**src/rtl/window_scan_ctrl.sv**
```systemverilog
// window_scan_ctrl
//
// Raster-scans a frame of IMG_H x IMG_W window positions. It issues one read strobe per 3x3
// window to the window memory. Each result write is issued PIPE_LAT cycles after its read,
// carrying the same coordinate as that read. A frame starts from IDLE on `start`. When the
// write pipeline has drained, `done` pulses for one cycle.
//
// Optional feature: define WSC_STALL_EN to let `stall` freeze the scan. Without the macro, the
// `stall` port is present but ignored.
//
// Ports
//   clk             rising-edge clock
//   rst             synchronous, active-high reset
//   start           frame request, sampled only in IDLE
//   stall           downstream hold (WSC_STALL_EN builds only)
//   rd              window read strobe
//   rd_row, rd_col  top-left coordinate of the window being read
//   wr              result write strobe
//   wr_row, wr_col  destination coordinate of the result
//   busy            high while scanning or draining
//   done            one-cycle frame-complete pulse

module window_scan_ctrl #(
  parameter int unsigned IMG_W    = 64,
  parameter int unsigned IMG_H    = 64,
  parameter int unsigned PIPE_LAT = 3
) (
  input  logic       clk,
  input  logic       rst,
  input  logic       start,
  input  logic       stall,
  output logic       rd,
  output logic [6:0] rd_row,
  output logic [6:0] rd_col,
  output logic       wr,
  output logic [6:0] wr_row,
  output logic [6:0] wr_col,
  output logic       busy,
  output logic       done
);

  localparam logic [6:0] LastRow   = 7'(IMG_H - 1);
  localparam logic [6:0] LastCol   = 7'(IMG_W - 1);
  localparam logic [3:0] DrainLast = 4'(PIPE_LAT);

  typedef enum logic [1:0] {
    StIdle,
    StScan,
    StDrain,
    StDone
  } state_e;

  state_e state_q, state_d;

  // Scan counters: the coordinate to be issued on the next unfrozen edge.
  logic [6:0] row_q, row_d;
  logic [6:0] col_q, col_d;

  // Registered read strobe and the coordinate it refers to.
  logic       rd_q, rd_d;
  logic [6:0] rd_row_q, rd_row_d;
  logic [6:0] rd_col_q, rd_col_d;

  logic [3:0] drain_cnt_q, drain_cnt_d;
  logic       busy_q, busy_d;
  logic       done_q, done_d;

  // Write pipeline: stage 0 captures the presented read; the last stage drives the write port.
  logic [PIPE_LAT-1:0] pipe_vld_q, pipe_vld_d;
  logic [6:0]          pipe_row_q [PIPE_LAT];
  logic [6:0]          pipe_row_d [PIPE_LAT];
  logic [6:0]          pipe_col_q [PIPE_LAT];
  logic [6:0]          pipe_col_d [PIPE_LAT];

  // A freeze holds every register. The read and write strobes are masked in the same cycle, so
  // a held strobe is presented only once, when the stall lifts.
  logic freeze;

`ifdef WSC_STALL_EN
  assign freeze = stall & ((state_q == StScan) | (state_q == StDrain));
`else
  logic unused_stall;
  assign unused_stall = stall;
  assign freeze       = 1'b0;
`endif

  always_comb begin
    state_d     = state_q;
    row_d       = row_q;
    col_d       = col_q;
    rd_d        = rd_q;
    rd_row_d    = rd_row_q;
    rd_col_d    = rd_col_q;
    drain_cnt_d = drain_cnt_q;
    pipe_vld_d  = pipe_vld_q;
    pipe_row_d  = pipe_row_q;
    pipe_col_d  = pipe_col_q;

    if (!freeze) begin
      rd_d = 1'b0;

      pipe_vld_d[0] = rd_q;
      pipe_row_d[0] = rd_row_q;
      pipe_col_d[0] = rd_col_q;
      for (int unsigned i = 1; i < PIPE_LAT; i++) begin
        pipe_vld_d[i] = pipe_vld_q[i-1];
        pipe_row_d[i] = pipe_row_q[i-1];
        pipe_col_d[i] = pipe_col_q[i-1];
      end

      unique case (state_q)
        StIdle: begin
          if (start) begin
            state_d  = StScan;
            row_d    = '0;
            col_d    = '0;
            rd_row_d = '0;
            rd_col_d = '0;
          end
        end
        StScan: begin
          rd_d     = 1'b1;
          rd_row_d = row_q;
          rd_col_d = col_q;
          if ((row_q == LastRow) && (col_q == LastCol)) begin
            // Counters park on the last window; they never wrap past the frame end.
            state_d     = StDrain;
            drain_cnt_d = '0;
          end else if (col_q == LastCol) begin
            col_d = '0;
            row_d = row_q + 7'd1;
          end else begin
            col_d = col_q + 7'd1;
          end
        end
        StDrain: begin
          // The last read is still in rd_q on entry, so PIPE_LAT+1 drain cycles empty the
          // pipeline.
          if (drain_cnt_q == DrainLast) begin
            state_d = StDone;
          end else begin
            drain_cnt_d = drain_cnt_q + 4'd1;
          end
        end
        StDone: begin
          state_d = StIdle;
        end
        default: begin
          state_d = StIdle;
        end
      endcase
    end

    busy_d = (state_d == StScan) || (state_d == StDrain);
    done_d = (state_d == StDone);
  end

  always_ff @(posedge clk) begin
    if (rst) begin
      state_q     <= StIdle;
      row_q       <= '0;
      col_q       <= '0;
      rd_q        <= 1'b0;
      rd_row_q    <= '0;
      rd_col_q    <= '0;
      drain_cnt_q <= '0;
      busy_q      <= 1'b0;
      done_q      <= 1'b0;
      pipe_vld_q  <= '0;
      pipe_row_q  <= '{default: '0};
      pipe_col_q  <= '{default: '0};
    end else begin
      state_q     <= state_d;
      row_q       <= row_d;
      col_q       <= col_d;
      rd_q        <= rd_d;
      rd_row_q    <= rd_row_d;
      rd_col_q    <= rd_col_d;
      drain_cnt_q <= drain_cnt_d;
      busy_q      <= busy_d;
      done_q      <= done_d;
      pipe_vld_q  <= pipe_vld_d;
      pipe_row_q  <= pipe_row_d;
      pipe_col_q  <= pipe_col_d;
    end
  end

  assign rd     = rd_q & ~freeze;
  assign rd_row = rd_row_q;
  assign rd_col = rd_col_q;
  assign wr     = pipe_vld_q[PIPE_LAT-1] & ~freeze;
  assign wr_row = pipe_row_q[PIPE_LAT-1];
  assign wr_col = pipe_col_q[PIPE_LAT-1];
  assign busy   = busy_q;
  assign done   = done_q;

endmodule
```
**config.mk**
```make
export PLATFORM = sky130hd
export DESIGN_NAME = window_scan_ctrl
export DESIGN_NICKNAME = d
export VERILOG_FILES = /design/src/rtl/window_scan_ctrl.sv
export SDC_FILE = /design/constraint.sdc
export NUM_CORES = 1
export LEC_CHECK = 0
export CELL_PAD_IN_SITES_DETAIL_PLACEMENT = 1
export CELL_PAD_IN_SITES_GLOBAL_PLACEMENT = 1
export CORE_ASPECT_RATIO = 0.8
export CORE_MARGIN = 3
export CORE_UTILIZATION = 38
export DETAILED_ROUTE_END_ITERATION = 16
export PLACE_DENSITY_LB_ADDON = 0.1
export SYNTH_ARGS = -nofsm -noshare
export SYNTH_HDL_FRONTEND = slang
export SYNTH_SLANG_ARGS = --single-unit
```
**constraint.sdc**
```tcl
create_clock -name clk -period 1.9 [get_ports clk]
set_clock_uncertainty 0.2 [all_clocks]
set_input_delay 0.38 -clock clk [delete_from_list [all_inputs] [get_ports clk]]
set_output_delay 0.38 -clock clk [all_outputs]
set_load 0.02 [all_outputs]
```
==> impl_metrics.tcl, run 1 <==
set metrics [dict create \
    grt_start_max_net_pins 36 \
    fin_setup_tns_ns 0 \
    max-slew-margin-rel_pct 79.8 \
    cp_cell_sequence "clkdlybuf4s50_1" \
    worstHoldPathType "reg -> reg" \
    syn-num-nets 279 \
    htreeDepth 3 \
    place_hpwl_um 3770 \
    layout-drive-gt1-share_pct 22.9 \
    grt_pass1_vias 2013 \
    clock_tree.buffer_depth 2 \
    syn_avg_cell_area_um2 10.6 \
    design.core.area_um2 7090 \
    fp.dieArea_um2 8630 \
    path_clk_slew_ns 0.09 \
    post_synth_num_cell_types 42 \
    arrival_ns 1.29 \
    p_leak_nw 1.68 \
    synth_seq_cells 82 \
    timing.critical_path.buf_inv 1 \
    crit_fanout 2 \
    grt_first_pass_wirelength_um 9300 \
    number_of_buffers_added_by_the_clock_tree_synthesis_step 9 \
    final_min_period_over_clock_period_pct 98.3 \
    synthesis.yosys.warnings 0 \
    via_count 1991 \
    drc 0 \
    most_frequent_cells_in_the_layout "sky130_fd_sc_hd__dfxtp_1, sky130_fd_sc_hd__nor2b_1, sky130_fd_sc_hd__buf_4, sky130_fd_sc_hd__clkdlybuf4s50_1, sky130_fd_sc_hd__nand2_1" \
    vdd_drop_max_mv 0.528 \
    ctsHoldBuffers 0 \
    power_density_nw_per_um2 819 \
    worst_ep_required_time_ns 1.32 \
    insertion_delay_ns 0.34 \
    drt_first_iter_violations 53 \
    area.growth.synth_to_final_pct 30.5 \
    cpLargestDelayFamily "buffers and inverters" \
    finalCoreUtilization_pct 52.7 \
    totalWireLength_um 5560 \
    antennaDiodeCount 0 \
    viasPerCell 4.80 \
    status "finished, final reports clean" \
    register_area_um2 1650 \
    synth.cell_area_um2 2870 \
    avgRoutedWirePerCell_um 13.4 \
    finish.cell_count_without_fillers 415 \
    cts_tree "built" \
    worst_path_largest_cell_delay_ns 0.61 \
    placed_cells_incl_taps 396 \
    power_mw 3.06 \
    synth_sequential_area_ratio_pct 57.3 \
    dr.pass1.iters 4 \
    final.hold.worst_slack_ns 0.237 \
    max_cap_violations 0 \
    tritoncts_num_sinks 82 \
    place.gp.congestion 0.726 \
    grt_util_all_layers_pct 13.7 \
    antenna_violations_before_repair 0 \
    kind_of_end_point_of_the_critical_path "output port" \
    fmax_mhz 535 \
    finalHoldViolations 0 \
    grt_overflow 0 \
    drtAntennaViolNets 0 \
    fp-row-count 27 \
    ctsRootBufferMaster "sky130_fd_sc_hd__clkbuf_8" \
    initial_core_util_pct 40.4 \
    multi_input_area_um2 1150 \
    worstSetupStartpointType "register" \
    slowest_stage "sky130_fd_sc_hd__clkdlybuf4s50_1" \
    worst_slew_pin_slew_ns 0.302 \
    leading_cell_type_in_the_layout_fill_and_taps_excluded "sky130_fd_sc_hd__dfxtp_1" \
    critical_path_class "reg -> out" \
    place.port_buffers 34 \
    final.fill_count 776 \
    die_width_um 103 \
    period_needed_ns 1.87 \
    nNetsFinal 331 \
    io-pin-count 36 \
    setup_viol 0 \
    fp.dieH_um 83.7 \
    report.final.slew_viol_count 0 \
    netlist_instances 271 \
]
Yosys cell counts, drive strengths merged:
cell type	instances	share of area, %
nand3b	1	0.26
nor3	3	0.52
nor4	1	0.22
o21ai	1	0.17
a32oi	1	0.31
o32ai	1	0.31
nor4b	1	0.52
nor2	5	0.65
nor3b	3	1.2
a311oi	2	0.61
o21a	1	0.26
a21o	4	1.0
o211ai	1	0.26
nand4	3	0.87
mux2i	2	0.70
and3	4	0.87
a22o	11	3.4
inv	4	0.52
nor2b	50	11
and2	4	0.87
nand2b	7	1.5
dfxtp	82	57
or2	2	0.44
a31oi	2	0.96
xor2	2	0.61
nand2	20	2.6
and3b	1	0.31
ha	4	1.7
clkbuf	8	1.0
nand3	7	1.2
buf	17	4.1
o21bai	2	0.92
a21oi	9	1.6
o22ai	4	0.87
or3b	1	0.31
stage by stage:
| step | cell area, um2 | setup slack [ns] |
|---|---|---|
| global placement | 3410 | -0.107 |
| finish | 3740 | 0.0315 |
| CTS | 3620 | 0.00460 |
| detailed placement | 3410 | -0.118 |
| floorplan | 2890 | 0.000211 |
| global route | 3740 | -0.00863 |
logic make-up after synthesis:
kind of cell	after synthesis	share of synthesized area, %
adders and majority gates	4	1.75
buffers and inverters	29	5.72
AOI/OAI and AO/OA	39	10.7
muxes	2	0.698
and+or+nand+nor	113	23.3
DFF	82	57.3
xor gates and xnor gates	2	0.611
where the power goes:
group | leakage, nW | internal (mW) | switching, mW
clock network | 0.0969 | 0.563 | 0.643
logic | 0.919 | 0.0505 | 0.0759
registers | 0.666 | 1.72 | 0.00635
total | 1.68 | 2.34 | 0.725
registers in the layout (all words and copies together) (netlist names), 2 cells and up:
signal	flops
pipe_vld_q	3
col_q	7
drain_cnt_q	4
pipe_col_d	14
rd_col	7
rd_row	7
state_q	2
wr_row	7
row_q	7
pipe_row_d	14
wr_col	7
timing repair:
| action | 4_1_cts | 5_1_grt |
|---|---|---|
| setup endpoints to repair | 4 | 22 |
| pin swaps | 0 | 4 |
| resized for setup | 6 | 25 |
| setup buffers | 0 | 3 |
worst paths after layout:
check	slack (ns)	depth (start not counted)	from	to
max	0.03	1	rd_row[3]$_SDFFE_PP0P_	rd_row[3]
min	0.24	1	pipe_row_d[8]$_SDFF_PP0_	pipe_row_d[1]$_SDFF_PP0_
max reg2reg	0.10	7	col_q[0]$_SDFFE_PP0P_	row_q[0]$_SDFFE_PP0P_
min reg2reg	0.24	1	pipe_row_d[8]$_SDFF_PP0_	pipe_row_d[1]$_SDFF_PP0_
cell type report:
| type | count | area share [%] |
|---|---|---|
| Clock inverter | 5 | 1.14 |
| Timing Repair Buffer | 66 | 16.4 |
| Multi-Input combinational cell | 160 | 30.9 |
| Sequential cell | 82 | 44.2 |
| Clock buffer | 11 | 4.05 |
| Tap cell | 87 | 2.91 |
| Inverter | 4 | 0.401 |
per-layer routing:
layer / up-vias / GRT usage, % / wire [um]
li1: 1003 / - / -
met1: 953 / 17.0 / 2640
met2: 26 / 21.8 / 2620
met3: 9 / 4.09 / 209
met4: 0 / 5.65 / 94
met5: - / 0 / 0
Note: power is estimated with default switching activity, not from simulation.
==> run 2, diff against run 1 <==
- TNS_END_PERCENT: unset -> 30
==> results of run 2 <==
Final layout, timing and power as in run 1 (identical DEF).
